<file path="config.mk">
export PLATFORM = sky130hd
export DESIGN_NAME = nes_game_loader_flat
export DESIGN_NICKNAME = d
export VERILOG_FILES = /design/src/rtl/nes_cart_pkg.sv /design/src/rtl/nes_game_loader_if.sv /design/src/rtl/ines_header_parser.sv /design/src/rtl/nes_game_loader.sv /design/src/flat_wrapper.sv
export SDC_FILE = /design/constraint.sdc
export NUM_CORES = 1
export LEC_CHECK = 0
export ABC_CLOCK_PERIOD_IN_PS = 3900
export CAP_MARGIN = 5
export CORE_ASPECT_RATIO = 0.5
export CORE_MARGIN = 8
export CORE_UTILIZATION = 55
export CTS_CLUSTER_DIAMETER = 50
export DETAILED_ROUTE_END_ITERATION = 16
export PLACE_DENSITY = 0.83
export RECOVER_POWER = 100
export REMOVE_ABC_BUFFERS = 1
export SETUP_SLACK_MARGIN = 0.2
export SKIP_LAST_GASP = 1
export SLEW_MARGIN = 5
export SYNTH_ARGS = -nofsm -noshare
export SYNTH_HDL_FRONTEND = slang
export SYNTH_SLANG_ARGS = --single-unit
</file>
<file path="constraint.sdc">
create_clock -name clock -period 3.9 [get_ports clock]
set_clock_uncertainty 0.15 [all_clocks]
set_input_delay 1.17 -clock clock [delete_from_list [all_inputs] [get_ports clock]]
set_output_delay 1.17 -clock clock [all_outputs]
set_load 0.01 [all_outputs]
</file>
<file path="src/rtl/nes_cart_pkg.sv">
// Shared definitions for the cartridge load path: loader states, iNES magic,
// payload sizing constants and the field layout of mapper_flags.
package nes_cart_pkg;

    typedef enum logic [2:0] {
        ST_HEADER,
        ST_TRAINER,
        ST_PRG,
        ST_CHR,
        ST_DONE,
        ST_ERROR
    } load_state_t;

    // "NES\x1A", byte 0 in the least significant lane
    localparam logic [31:0] INES_MAGIC = 32'h1A53454E;

    localparam int PRG_BANK_SHIFT = 14;
    localparam int CHR_BANK_SHIFT = 13;
    localparam int TRAINER_BYTES  = 512;

    localparam int MF_PRG_LSB    = 0;
    localparam int MF_CHR_LSB    = 8;
    localparam int MF_FLAGS6_LSB = 16;
    localparam int MF_FLAGS7_LSB = 24;

endpackage

</file>
<file path="src/rtl/nes_game_loader_if.sv">
// Byte stream in from the flash loader and write port out to cartridge memory.
interface nes_game_loader_if;
    logic [7:0]  indata;
    logic        indata_valid;
    logic [21:0] mem_addr;
    logic [7:0]  mem_data;
    logic        mem_write;

    modport master (
        input  indata,
        input  indata_valid,
        output mem_addr,
        output mem_data,
        output mem_write
    );

    modport slave (
        output indata,
        output indata_valid,
        input  mem_addr,
        input  mem_data,
        input  mem_write
    );
endinterface

</file>
<file path="src/rtl/ines_header_parser.sv">
// Walks the 16-byte iNES header: magic check, field latches and the
// same-cycle hdr_ok / hdr_bad verdicts the payload FSM acts on.
module ines_header_parser
    import nes_cart_pkg::*;
#(
    parameter logic [7:0] MAX_PRG_BANKS = 8'd128
) (
    input  logic        clock,
    input  logic        reset,
    input  logic        byte_valid,
    input  logic [7:0]  byte_data,
    output logic        hdr_ok,
    output logic        hdr_bad,
    output logic [7:0]  prg_banks,
    output logic [7:0]  chr_banks,
    output logic        has_trainer,
    output logic [31:0] mapper_flags
);

    logic [3:0]  byte_cnt_reg;
    logic [7:0]  prg_banks_reg;
    logic [7:0]  chr_banks_reg;
    logic [7:0]  flags6_reg;
    logic [7:0]  flags7_reg;
    logic [31:0] mapper_flags_reg;
    logic [3:0]  magic_ok;
    logic        magic_bad;
    logic        banks_bad;
    logic        last_byte;

    genvar gi;
    generate
        for (gi = 0; gi < 4; gi++) begin : g_magic
            assign magic_ok[gi] = (byte_data == INES_MAGIC[gi*8 +: 8]);
        end
    endgenerate

    // Verdicts are combinational so the FSM can move on the strobe itself,
    // giving ERROR/PRG entry one cycle after the deciding byte.
    assign magic_bad = (byte_cnt_reg < 4'd4) && !magic_ok[byte_cnt_reg[1:0]];
    assign banks_bad = (prg_banks_reg == 8'd0) || (prg_banks_reg > MAX_PRG_BANKS);
    assign last_byte = (byte_cnt_reg == 4'd15);
    assign hdr_bad   = byte_valid && (magic_bad || (last_byte && banks_bad));
    assign hdr_ok    = byte_valid && last_byte && !banks_bad;

    always_ff @(posedge clock) begin
        if (reset) begin
            byte_cnt_reg     <= 4'd0;
            prg_banks_reg    <= 8'd0;
            chr_banks_reg    <= 8'd0;
            flags6_reg       <= 8'd0;
            flags7_reg       <= 8'd0;
            mapper_flags_reg <= 32'd0;
        end else if (byte_valid) begin
            byte_cnt_reg <= byte_cnt_reg + 4'd1;
            case (byte_cnt_reg)
                4'd4:    prg_banks_reg <= byte_data;
                4'd5:    chr_banks_reg <= byte_data;
                4'd6:    flags6_reg    <= byte_data;
                4'd7:    flags7_reg    <= byte_data;
                default: ;
            endcase
            if (last_byte) begin
                mapper_flags_reg[MF_PRG_LSB    +: 8] <= prg_banks_reg;
                mapper_flags_reg[MF_CHR_LSB    +: 8] <= chr_banks_reg;
                mapper_flags_reg[MF_FLAGS6_LSB +: 8] <= flags6_reg;
                mapper_flags_reg[MF_FLAGS7_LSB +: 8] <= flags7_reg;
            end
        end
    end

    assign prg_banks    = prg_banks_reg;
    assign chr_banks    = chr_banks_reg;
    assign has_trainer  = flags6_reg[2];
    assign mapper_flags = mapper_flags_reg;

endmodule

</file>
<file path="src/rtl/nes_game_loader.sv">
// Consumes the flash loader byte stream, strips the iNES header and trainer,
// and writes PRG then CHR bytes to cartridge memory one cycle after each strobe.
module nes_game_loader
    import nes_cart_pkg::*;
#(
    parameter logic [21:0] PRG_BASE      = 22'h000000,
    parameter logic [21:0] CHR_BASE      = 22'h200000,
    parameter logic [7:0]  MAX_PRG_BANKS = 8'd128
) (
    input  logic               clock,
    input  logic               reset,
    input  logic               reload,
    nes_game_loader_if.master  bus,
    output logic [31:0]        mapper_flags,
    output logic               busy,
    output logic               done,
    output logic               error
);

    load_state_t state_reg;
    logic [21:0] offset_reg;
    logic [21:0] mem_addr_reg;
    logic [7:0]  mem_data_reg;
    logic        mem_write_reg;
    logic        busy_reg;
    logic        done_reg;
    logic        error_reg;

    logic        restart;
    logic        hdr_byte_valid;
    logic        hdr_ok;
    logic        hdr_bad;
    logic [7:0]  prg_banks;
    logic [7:0]  chr_banks;
    logic        has_trainer;
    logic [21:0] prg_bytes;
    logic [20:0] chr_bytes;
    logic [21:0] prg_last;
    logic [21:0] chr_last;
    logic [21:0] trainer_last;

    assign restart        = reset || reload;
    assign hdr_byte_valid = bus.indata_valid && (state_reg == ST_HEADER);

    ines_header_parser #(
        .MAX_PRG_BANKS (MAX_PRG_BANKS)
    ) u_header (
        .clock        (clock),
        .reset        (restart),
        .byte_valid   (hdr_byte_valid),
        .byte_data    (bus.indata),
        .hdr_ok       (hdr_ok),
        .hdr_bad      (hdr_bad),
        .prg_banks    (prg_banks),
        .chr_banks    (chr_banks),
        .has_trainer  (has_trainer),
        .mapper_flags (mapper_flags)
    );

    assign prg_bytes    = 22'(prg_banks) << PRG_BANK_SHIFT;
    assign chr_bytes    = 21'(chr_banks) << CHR_BANK_SHIFT;
    assign prg_last     = prg_bytes - 22'd1;
    assign chr_last     = {1'b0, chr_bytes - 21'd1};
    assign trainer_last = 22'(TRAINER_BYTES - 1);

    always_ff @(posedge clock) begin
        if (restart) begin
            state_reg     <= ST_HEADER;
            offset_reg    <= 22'd0;
            mem_addr_reg  <= 22'd0;
            mem_data_reg  <= 8'd0;
            mem_write_reg <= 1'b0;
            busy_reg      <= 1'b0;
            done_reg      <= 1'b0;
            error_reg     <= 1'b0;
        end else begin
            mem_write_reg <= 1'b0;
            if (bus.indata_valid) begin
                case (state_reg)
                    ST_HEADER: begin
                        if (hdr_bad) begin
                            state_reg <= ST_ERROR;
                            error_reg <= 1'b1;
                            done_reg  <= 1'b1;
                            busy_reg  <= 1'b0;
                        end else begin
                            busy_reg <= 1'b1;
                            if (hdr_ok) begin
                                state_reg  <= has_trainer ? ST_TRAINER : ST_PRG;
                                offset_reg <= 22'd0;
                            end
                        end
                    end
                    ST_TRAINER: begin
                        if (offset_reg == trainer_last) begin
                            state_reg  <= ST_PRG;
                            offset_reg <= 22'd0;
                        end else begin
                            offset_reg <= offset_reg + 22'd1;
                        end
                    end
                    ST_PRG: begin
                        assert (PRG_BASE + offset_reg < CHR_BASE);
                        mem_addr_reg  <= PRG_BASE + offset_reg;
                        mem_data_reg  <= bus.indata;
                        mem_write_reg <= 1'b1;
                        if (offset_reg == prg_last) begin
                            offset_reg <= 22'd0;
                            if (chr_banks == 8'd0) begin
                                state_reg <= ST_DONE;
                                done_reg  <= 1'b1;
                                busy_reg  <= 1'b0;
                            end else begin
                                state_reg <= ST_CHR;
                            end
                        end else begin
                            offset_reg <= offset_reg + 22'd1;
                        end
                    end
                    ST_CHR: begin
                        mem_addr_reg  <= CHR_BASE + offset_reg;
                        mem_data_reg  <= bus.indata;
                        mem_write_reg <= 1'b1;
                        if (offset_reg == chr_last) begin
                            offset_reg <= 22'd0;
                            state_reg  <= ST_DONE;
                            done_reg   <= 1'b1;
                            busy_reg   <= 1'b0;
                        end else begin
                            offset_reg <= offset_reg + 22'd1;
                        end
                    end
                    default: ;
                endcase
            end
        end
    end

    assign bus.mem_addr  = mem_addr_reg;
    assign bus.mem_data  = mem_data_reg;
    assign bus.mem_write = mem_write_reg;
    assign busy          = busy_reg;
    assign done          = done_reg;
    assign error         = error_reg;

endmodule

</file>
<file path="src/flat_wrapper.sv">
// flat-port wrapper written by rule: the top's interface ports become plain ports
module nes_game_loader_flat import nes_cart_pkg::*;
#(
    parameter logic [21:0] PRG_BASE      = 22'h000000,
    parameter logic [21:0] CHR_BASE      = 22'h200000,
    parameter logic [7:0]  MAX_PRG_BANKS = 8'd128
)
  (clock, reset, reload, mapper_flags, busy, done, error, bus_indata, bus_indata_valid, bus_mem_addr, bus_mem_data, bus_mem_write);
  nes_game_loader_if bus_i ();
  input  logic clock;
  input  logic reset;
  input  logic reload;
  output logic [31:0] mapper_flags;
  output logic busy;
  output logic done;
  output logic error;
  input wire logic [$bits(bus_i.indata)-1:0] bus_indata;
  input wire logic [$bits(bus_i.indata_valid)-1:0] bus_indata_valid;
  output wire logic [$bits(bus_i.mem_addr)-1:0] bus_mem_addr;
  output wire logic [$bits(bus_i.mem_data)-1:0] bus_mem_data;
  output wire logic [$bits(bus_i.mem_write)-1:0] bus_mem_write;
  assign bus_i.indata = bus_indata;
  assign bus_i.indata_valid = bus_indata_valid;
  assign bus_mem_addr = bus_i.mem_addr;
  assign bus_mem_data = bus_i.mem_data;
  assign bus_mem_write = bus_i.mem_write;
  nes_game_loader #(.PRG_BASE(PRG_BASE), .CHR_BASE(CHR_BASE), .MAX_PRG_BANKS(MAX_PRG_BANKS)) u_core (.clock(clock), .reset(reset), .reload(reload), .bus(bus_i), .mapper_flags(mapper_flags), .busy(busy), .done(done), .error(error));
endmodule
</file>
Yosys cells after proc, flatten, opt, wreduce, memory -nomap -nowiden. Index checks and enable logic that the tools add are counted.

Word-level logic and storage cells: 105. Output and inout port bits: 66. Register bits: 127. Bits of input ports: 12.

Eq/ne operators: 23. Bitwise logic cells: 1. Mux-type cells: 28. Magnitude comparators: 3. $add $sub $neg: 5. Reduce and logical (&&, ||, !) cells: 31.

Operators by type and width (count): 2-to-1 mux 22 bit (5); one-hot mux 22 bit (4 select lines) (1); one-hot mux 22 bit (2 select lines) (1); == test 8 x 7 -> 1 bit, second input constant (3); adder 22 x 1 -> 22 bit, second input constant (1); adder 22 bit, first input constant (1); == test 22 x 21 -> 1 bit (1); == test 22 bit (1); == test 22 x 9 -> 1 bit, second input constant (1); subtractor 22 x 1 -> 22 bit, second input constant (1); subtractor 21 x 1 -> 21 bit, second input constant (1); 2-to-1 mux 3 bit (6); == test 4 x 3 -> 1 bit, second input constant (4); zero test 8 bit (2); AND reduction 2 bit (7); inequality test 2 x 1 -> 1 bit, second input constant (6); one-hot mux 3 bit (4 select lines) (1); AND reduction 6 bit (2); 2-to-1 mux 1 bit (10); == test 8 x 5 -> 1 bit, second input constant (1); > comparator 8 bit, second input constant (1); == test 3 x 2 -> 1 bit, second input constant (2); logical AND 1 bit (6); one-hot mux 1 bit (3 select lines) (2); other kinds (20) (24).

Depth between registers and ports, before layout. Gate-level depths: netlist (run 1).

Depth after elaboration: 9. Mapped depth: 10. Gate-level depth less buffers: 9.

Cells and area by module. Synthesis (run 1) repeated with hierarchy kept, for this count alone.

Cell total of the unflattened synthesis: 736. Area, all modules: 5781.8 um^2.

Modules (own cells, without submodules): nes_game_loader (area each 3215.6 um^2, times used 1, sequential area each 1181.1 um^2, cells an instance 412); ines_header_parser (area each 2566.2 um^2, times used 1, sequential area each 1361.3 um^2, cells an instance 324).

Least setup slack after synthesis (run 1). No wires, ideal clock.

Path kind: input port to flip-flop. Start: in bus_indata_valid. End: reg u_core.offset_reg[9]. Path slack: 669 ps. Buffers on the path: 0. Data arrival time: 2960 ps. Stages on the path: 6. Required time: 3628 ps. Library setup time: 122 ps. Cells stage by stage: nor4b_2 nand4_1 o31ai_1 and2_0 nor2_1 a221o_1.

Cells in the longest elaborated chain, start to end: 5. Elaborated cells on any way between the ends: 7. Classes of those cells: eq/ne: 2; reduce/logical: 5.

Ends and longest elaborated chain: start, declared (line flat_wrapper.sv:18) `input wire logic [$bits(bus_i.indata_valid)-1:0] bus_indata_valid;`; logical AND 1 bit (line nes_game_loader.sv:43) `assign hdr_byte_valid = bus.indata_valid && (state_reg == ST_HEADER);`; logical AND 1 bit (2 in a row) (line ines_header_parser.sv:44) `assign hdr_ok = byte_valid && last_byte && !banks_bad;`; inequality test 2 x 1 -> 1 bit (no line); AND reduction 4 bit (no line) (*); end signal, assigned (line nes_game_loader.sv:99) `offset_reg <= offset_reg + 22'd1;`; end signal, assigned (line nes_game_loader.sv:117) `offset_reg <= offset_reg + 22'd1;`; end signal, assigned (line nes_game_loader.sv:130) `offset_reg <= offset_reg + 22'd1;`; end, declared (line nes_game_loader.sv:21) `logic [21:0] offset_reg;`.

Mark *: on every way between the ends. The rest lies on a longest branch, timed or not. A chain may end at the register's enable or synchronous reset.

Final worst setup path (run 1).
Start: reg u_core.u_header.prg_banks_reg[0] (netlist: u_core.u_header.prg_banks[0]). End: reg u_core.offset_reg[9].

Cells in the longest elaborated chain, start to end: 7. Elaborated cells on any way between the ends: 15. Classes of those cells: add/sub: 1; order compare: 1; eq/ne: 3; mux: 2; reduce/logical: 8.

Ends and longest elaborated chain: start, declared (line ines_header_parser.sv:21) `logic [7:0] prg_banks_reg;`; start signal, assigned (line ines_header_parser.sv:57) `4'd4: prg_banks_reg <= byte_data;`; parallel branches: the longest is 7 deep, another holds subtractor 22 x 1 -> 22 bit.

Parallel ways; which one is timed is not known.

==> results of run 1 <==
-- area by class of cell --
type | instances | area [µm²]
multi-input cells | 547 | 2990
fillers | 801 | 2930
flip-flops and latches | 127 | 2540
repair buffers | 98 | 918
clock buffers | 21 | 480
clock inverters | 11 | 175
well taps | 140 | 175
inverters | 11 | 41.3
-- cells by family (layout without fill, tap and decap cells) --
group | after synthesis | count (layout) | synth area share
fa+ha+maj | 9 | 9 | 0.0193
buf+inv | 66 | 141 | 0.0470
xor+xnor | 29 | 29 | 0.0436
simple gates | 342 | 342 | 0.273
flops | 127 | 127 | 0.436
compound gates | 167 | 167 | 0.180
-- worst paths after layout --
path | start | to | cells past startpoint
min reg2reg | u_core.bus.mem_addr[1] | u_core.bus.mem_addr[1] | 2
max reg2reg | u_core.u_header.prg_banks[0] | u_core.offset_reg[9] | 10
min | u_core.bus.mem_addr[1] | u_core.bus.mem_addr[1] | 2
max | u_core.u_header.prg_banks[0] | u_core.offset_reg[9] | 10
-- per-layer routing --
metal,vias to the layer above,GRT usage
li1,2696,-
met1,2632,0.264
met2,212,0.374
met3,36,0.0469
met4,0,0.119
met5,-,0
-- cells in the mapped netlist (all sizes together) (3+ instances only) --
| cell type | instances | area share |
|---|---|---|
| a21boi | 4 | 0.0052 |
| a21oi | 103 | 0.088 |
| a221oi | 3 | 0.0045 |
| a22o | 5 | 0.0075 |
| a31oi | 6 | 0.0064 |
| and2 | 4 | 0.0043 |
| and3 | 10 | 0.011 |
| buf | 9 | 0.0094 |
| clkbuf | 46 | 0.030 |
| dfxtp | 127 | 0.44 |
| ha | 9 | 0.019 |
| inv | 11 | 0.0071 |
| nand2 | 186 | 0.12 |
| nand3 | 43 | 0.038 |
| nand4 | 12 | 0.013 |
| nor2 | 32 | 0.021 |
| nor2b | 4 | 0.0043 |
| nor3 | 17 | 0.015 |
| nor3b | 4 | 0.0052 |
| nor4 | 9 | 0.012 |
| nor4b | 5 | 0.0086 |
| o21a | 8 | 0.010 |
| o21ai | 9 | 0.0077 |
| o311ai | 4 | 0.0060 |
| o31ai | 3 | 0.0047 |
| or3 | 3 | 0.0032 |
| xnor2 | 16 | 0.024 |
| xor2 | 13 | 0.020 |
-- power by group through the flow --
| stage | logic [mW] | registers (mW) | clock network (mW) |
|---|---|---|---|
| after CTS | 0.121 | 1.31 | 1.75 |
| after global routing | 0.126 | 1.31 | 1.82 |
| final | 0.117 | 1.31 | 1.73 |
| after floorplan | 0.0602 | 1.34 | 0 |
| after detailed placement | 0.120 | 1.34 | 0 |
| after global placement | 0.117 | 1.34 | 0 |
-- through the flow --
stage / instance area (µm²) / total power [mW] / cells / TNS (ps) / utilization
4_1_cts: 7370 / 3.18 / 955 / 0 / 0.719
3_3_place_gp: 6720 / 1.45 / 923 / 0 / 0.655
5_1_grt: 7320 / 3.25 / 955 / 0 / 0.715
3_5_place_dp: 6720 / 1.46 / 923 / 0 / 0.655
6_report: 7320 / 3.16 / 955 / 0 / 0.715
2_1_floorplan: 5590 / 1.40 / 685 / -225 / -
-- worst max-delay path: cells and delay by family, from the launching register on --
kind / cells / cell delay (ps)
simple gates: 2 / 770
compound gates: 5 / 1440
flops: 1 / 460
fa+ha+maj: 1 / 290
buf+inv: 2 / 350
==> flow_summary.yaml, run 1 <==
yosys:
  ys_types: 62
  yosysSeqAreaShare: 0.436
  ys.flop_type: "dfxtp_1"
  ys_ff_latch: 127
  synth_edf_count: 0
  avgSynthCellArea_um2: 7.87
  netlist_instances: 740
  ys_async_sr_fraction: 0
  ys_warn_count: 0
  syn-cell-area_um2: 5830
routing:
  vias_per_cell: 5.84
  final_antenna_net_count: 0
  wl_per_cell_um: 16.2
  wl_met3_mm: 1.05
  wl_met2_mm: 7.24
  drc: 0
  wl_mm: 15.5
  vias: 5576
  wl_met1_mm: 6.75
  top_layer_used: "met4"
  first_pass_iters: 5
  dr.first_iter.drc_count: 400
floorplan:
  die_x_um: 162
  rows: 26
  start_util: 0.568
  io_pins: 78
  die_y_um: 88.8
  dieArea_um2: 14300
  core_um2: 10200
worst_setup_path:
  critPathSlowestCell: "or4_1"
  critPathArrivalTime_ps: 3730
  cp_cell_sequence: "inv_1, ha_1, o21ba_2, a221oi_1, o22ai_1, or4_1, a2111oi_4, buf_4, nor2_1, a221o_1"
  worst-setup-path-type: "flip-flop to flip-flop"
  cp-start-kind: "flip-flop"
  cpPeakStageDelay_ps: 630
  crit_required_ps: 4050
  end_kind: "flip-flop"
  worst-path-max-fanout: 8
  rrSetupSlack_ps: 320
final_layout:
  fin_nets: 823
  antennaDiodeCount: 0
  drive_above_1_share: 0.0748
  largest_reg_flops: 32
  layout_common_cells: "nand2_1 (186), dfxtp_1 (127), a21oi_1 (103)"
  area_growth_pct: 25.7
  layout_commonest_cell: "nand2_1"
place:
  portBuffers: 77
  finalWeightedCongestion: 0.876
  place_hpwl_mm: 10.3
  pre_cts_slack_ps: 328
global_routing:
  track_usage: 0.221
  grt_antenna_before_repair: 0
  grt_pass1_wl_mm: 25.9
  grt_pass1_vias: 5416
  grt_max_degree: 109
  grt-ovfl-total: 0
run_status:
  violations: "capacitance limit, slew limit"
  status: "complete, but fails checks"
clock_network:
  cts_buffer_depth: 2
  cts_made_buffers: 17
  cts_sinks: 127
  post-cts-setup-buffers: 0
  clk_latency_ps: 420
  cts_tree: "built"
  htree_levels: 4
  cts_resized: 0
  cts-root-buf: "clkbuf_16"
  hold_buffers: 0
  clkTransAtPathRegs_ps: 60
power_and_ir_drop:
  p_int_mw: 2.48
  comb_power_share: 0.037
  swShare: 0.213
  powerDensity_nw_per_um2: 431
  seqPwrFrac: 0.414
  clkPwrFrac: 0.549
  vdd_drop_max_uv: 324
  p_leak_nw: 2.64
  p_switching_mw: 0.674
sta:
  tightest_slew_ps: 2090
  min_period_over_period: 0.919
  worst_slack_ps: 315
  hold_viol: 0
  slew_headroom: -0.393
  whs_ps: 298
  slew_violations: 109
  rsz0062_at_grt: "false"
  fmax_mhz: 279
  period_minus_slack_ps: 3580
  setup_viol: 0
hold_path:
  min_path_type: "flip-flop to flip-flop"
job:
  cap_violations: 1
No activity file was read; power rests on OpenSTA's default activity.
==> inputs of run 2 (changes only) <==
Settings changed: PLACE_DENSITY 0.83 to not set, PLACE_DENSITY_LB_ADDON set to 0.15.
==> run 2 against run 1 <==
  * The flow finishes with violations (DRC)
  * Total power down 6.0%
  * Final cell count up 0.10%
  * Combinational power about the same
  * Wire length down 0.27%
  * Sequential share of layout area up 0.24 points
  * Global-route usage down 0.16 points
  * Final area down 0.70%
  * Setup slack better by 51 ps
  * Register-to-register slack better by 50 ps
  * Hold slack worse by 1.3 ps
  * Non-clock buffer count up 2
  * Critical endpoint unchanged
  * Largest power group unchanged
  * Highest routed layer unchanged
==> flow_summary.yaml, run 2 (synthesis results as in run 1) <==
routing:
  wl_per_cell_um: 16.1
  dr.first_iter.drc_count: 379
  wl_mm: 15.4
  vias_per_cell: 5.79
  vias: 5535
  drc: 1
  first_pass_iters: 11
  final_antenna_net_count: 0
run_status:
  status: "complete, but fails checks"
  violations: "DRC"
clock_network:
  clk_latency_ps: 410
  hold_buffers: 0
  cts-root-buf: "clkbuf_16"
  cts_buffer_depth: 2
  cts_made_buffers: 17
  cts_tree: "built"
  cts_resized: 0
  post-cts-setup-buffers: 0
  clkTransAtPathRegs_ps: 60
  cts_sinks: 127
  htree_levels: 4
global_routing:
  grt-ovfl-total: 0
  grt_pass1_wl_mm: 25.5
  grt_antenna_before_repair: 0
  track_usage: 0.219
  grt_max_degree: 74
  grt_pass1_vias: 5191
job:
  cap_violations: 0
worst_setup_path:
  cp-startpoint: "u_core.u_header.prg_banks[0]"
  critPathSlowestCell: "or4_4"
  r2r-start: "u_core.u_header.prg_banks[0]"
  cp_num_buf_inv: 2
  rrSetupSlack_ps: 370
  crit_end: "u_core.offset_reg[9]"
  crit_required_ps: 4040
  crit_family: "compound AO/OA/AOI/OAI gates"
  end_kind: "flip-flop"
  rr_endpoint: "u_core.offset_reg[9]"
  reg2reg_depth: 10
  cp-start-kind: "flip-flop"
  worst-path-max-fanout: 7
  cpPeakStageDelay_ps: 580
  worst-setup-path-type: "flip-flop to flip-flop"
  cp.depth: 10
  critPathArrivalTime_ps: 3670
  cp_cell_sequence: "inv_1, ha_1, o21ba_2, a221oi_1, o22ai_1, or4_4, a2111oi_4, clkbuf_1, nor2_1, a221o_1"
final_layout:
  layout_commonest_cell: "nand2_1"
  antennaDiodeCount: 0
  layout.core_utilization: 0.710
  drive_above_1_share: 0.0735
  largest_reg_flops: 32
  fin_nets: 825
  layout_common_cells: "nand2_1 (186), dfxtp_1 (127), a21oi_1 (103)"
  area_growth_pct: 24.8
place:
  pre_cts_slack_ps: 248
  finalWeightedCongestion: 0.894
  portBuffers: 77
  place_hpwl_mm: 10.4
sta:
  min_period_over_period: 0.906
  setup_viol: 0
  slew_headroom: 0.0724
  slew_violations: 0
  fmax_mhz: 283
  hold_viol: 0
  worst_slack_ps: 366
  rsz0062_at_grt: "false"
  period_minus_slack_ps: 3530
  tightest_slew_ps: 1390
floorplan:
  die_x_um: 162
  die_y_um: 88.8
  dieArea_um2: 14300
  rows: 26
  io_pins: 78
  start_util: 0.568
  core_um2: 10200
hold_path:
  hold_start: "u_core.bus.mem_data[2]"
  min_path_type: "flip-flop to flip-flop"
power_and_ir_drop:
  powerDensity_nw_per_um2: 408
  vdd_drop_max_uv: 297
  p_leak_nw: 2.62
-- run 2: cell types whose count changed in the layout (fill, tap and decap cells not counted), sizes merged --
cell and delta:
clkdlybuf4s50 -1, clkinv +3, bufinv -2, buf +1
dlygate4sd3 +1, inv -2, clkbuf +1
-- run 2: per-layer routing --
metal,routed length [µm],up-vias,track usage
met5,0,-,0
met4,286,0,0.0809
met3,1150,31,0.0631
met2,7220,207,0.372
met1,6770,2600,0.264
li1,-,2697,-
-- run 2: worst min-delay path, stage by stage (launching register included) --
cell and delay (ps):
dfxtp_1 300, nand2_1 50, a21oi_1 50
-- run 2: worst min path at each step --
stage | slack (ps) | endpoint | cells past startpoint
2_1_floorplan | 280 | u_core.u_header.mapper_flags[16] | 2
3_3_place_gp | 290 | u_core.bus.mem_addr[6] | 2
3_5_place_dp | 300 | u_core.u_header.mapper_flags[28] | 2
4_1_cts | 300 | u_core.bus.mem_addr[6] | 2
5_1_grt | 310 | u_core.bus.mem_addr[16] | 2
6_report | 300 | u_core.bus.mem_data[2] | 2
-- run 2: area by class of cell --
type | instances | area [µm²]
Clock buffer | 21 | 460
Clock inverter | 10 | 113
Timing Repair Buffer | 100 | 942
Fill cell | 859 | 2980
Inverter | 11 | 41.3
Tap cell | 140 | 175
Sequential cell | 127 | 2540
Multi-Input combinational cell | 547 | 3000
-- run 2: through the flow --
| step | instances | hold WS [ps] | power, mW | TNS [ps] | cell area, µm² |
|---|---|---|---|---|---|
| final | 956 | 297 | 2.97 | 0 | 7270 |
| after global routing | 956 | 314 | 3.05 | 0 | 7270 |
| after CTS | 954 | 304 | 2.97 | 0 | 7290 |
| after detailed placement | 923 | 296 | 1.46 | 0 | 6720 |
| after global placement | 923 | 292 | 1.45 | 0 | 6720 |
| after floorplan | 685 | 282 | 1.40 | -225 | 5590 |
-- run 2: power by group --
group          switching (mW)  internal (mW)  total (mW)
combinational          0.0788         0.0414       0.120
sequential            0.00625           1.30        1.31
clock                   0.570          0.968        1.54
total                   0.655           2.31        2.97
==> inputs of run 3 (changes only) <==
Settings changed: PLACE_DENSITY set to 0.79, PLACE_DENSITY_LB_ADDON 0.15 to not set.
==> run 3 against run 2 <==
  * The run now ends clean
  * Combinational power about the same
  * Hold slack improved by 2.0 ps
  * Die area is the same
  * Global-route usage increased by 0.49 points
  * Core utilization grew 1.3 points
  * Critical path depth fell by 1
  * First-iteration DRC count is 15% higher
  * Sequential power about the same
  * Maximum frequency fell by 1.2%
  * Register-to-register slack is essentially flat
  * Critical endpoint is now u_core.state_reg[0]
==> flow_summary.yaml, run 3 (synthesis results as in run 1) <==
run_status:
  status: "complete, no violations"
sta:
  fmax_mhz: 280
  tightest_slew_ps: 1090
  setup_viol: 0
  hold_viol: 0
  rsz0062_at_grt: "false"
  period_minus_slack_ps: 3580
  slew_violations: 0
  slew_headroom: 0.270
  min_period_over_period: 0.917
final_layout:
  final_cells: 953
  layout_common_cells: "nand2_1 (186), dfxtp_1 (127), a21oi_1 (103)"
  largest_reg_flops: 32
  drive_above_1_share: 0.0738
  fin_area_um2: 7400
  fin_nets: 821
  area_growth_pct: 27.0
  antennaDiodeCount: 0
  layout_commonest_cell: "nand2_1"
global_routing:
  grt-ovfl-total: 0
  grt_max_degree: 68
  track_usage: 0.224
  grt_antenna_before_repair: 0
  grt_pass1_vias: 5439
  grt_pass1_wl_mm: 26.2
clock_network:
  cts_sinks: 127
  post-cts-setup-buffers: 0
  cts-root-buf: "clkbuf_16"
  hold_buffers: 0
  cts_made_buffers: 17
  clk_latency_ps: 420
  clkTransAtPathRegs_ps: 60
  htree_levels: 4
  cts_tree: "built"
  cts_buffer_depth: 2
  cts_resized: 0
routing:
  wl_mm: 15.6
  vias: 5554
  dr.first_iter.drc_count: 435
  first_pass_iters: 5
  drc: 0
  final_antenna_net_count: 0
  wl_per_cell_um: 16.4
  vias_per_cell: 5.83
power_and_ir_drop:
  p_int_mw: 2.66
  clkPwrFrac: 0.573
  powerDensity_nw_per_um2: 451
  seqPwrFrac: 0.392
  p_switching_mw: 0.677
  p_leak_nw: 2.67
  vdd_drop_max_uv: 338
  comb_power_share: 0.035
  swShare: 0.203
floorplan:
  start_util: 0.568
  dieArea_um2: 14300
  rows: 26
  core_um2: 10200
  io_pins: 78
  die_x_um: 162
  die_y_um: 88.8
place:
  placed_cell_area_um2: 6700
  finalWeightedCongestion: 0.855
  place_hpwl_mm: 10.2
  place_inst: 921
  portBuffers: 77
worst_setup_path:
  critPathArrivalTime_ps: 3750
  worst-setup-path-type: "input port to flip-flop"
  end_kind: "flip-flop"
  cp-start-kind: "input port"
  worst-path-max-fanout: 7
  crit_required_ps: 4070
hold_path:
  min_path_type: "flip-flop to flip-flop"
job:
  cap_violations: 0
## run 3: critical path: stages
cell and delay, ps:
dlygate4sd3_1 620, nor4b_1 390, clkbuf_1 360, nand2_1 160, nor2_1 240, o21ai_0 190
and3_1 220, a21boi_0 120, a311oi_1 260
## run 3: path summary, 6_finish.rpt
kind,start,endpoint,slack (ps),cells after the start
max,bus_indata_valid,u_core.state_reg[0],320,9
max reg2reg,u_core.u_header.prg_banks[0],u_core.offset_reg[9],370,10
min,u_core.u_header.mapper_flags[21],u_core.u_header.mapper_flags[21],300,2
min reg2reg,u_core.u_header.mapper_flags[21],u_core.u_header.mapper_flags[21],300,2
## run 3: power groups by stage
stage	clock, mW	sequential [mW]	combinational [mW]
after global placement	0	1.34	0.117
after global routing	1.99	1.31	0.127
after CTS	1.93	1.31	0.119
after detailed placement	0	1.34	0.118
final	1.91	1.31	0.118
after floorplan	0	1.34	0.0602
## run 3: area by class of cell
cell class,count,area [µm²]
clock buffer,20,467
clock inverter,12,251
inverter,11,41.3
tap,140,175
multi-input combinational,547,3000
fill,826,2850
timing repair buffer,96,918
sequential,127,2540
## run 3: per-layer routing
layer  global-route usage  routed length, µm  vias to the layer above
met5                    0                  0                        -
met2                0.379               7350                      201
met3               0.0599                992                       35
met4                0.103                384                        0
met1                0.267               6860                     2633
li1                     -                  -                     2685
## run 3: metrics by stage
stage / power (mW) / setup slack (ps) / hold WS, ps / TNS, ps / utilization
after global routing: 3.43 / 185 / 312 / 0 / 0.722
after detailed placement: 1.45 / 232 / 294 / 0 / 0.654
final: 3.34 / 324 / 299 / 0 / 0.722
after floorplan: 1.40 / -103 / 282 / -225 / -
after global placement: 1.45 / 303 / 292 / 0 / 0.654
after CTS: 3.35 / 469 / 304 / 0 / 0.724
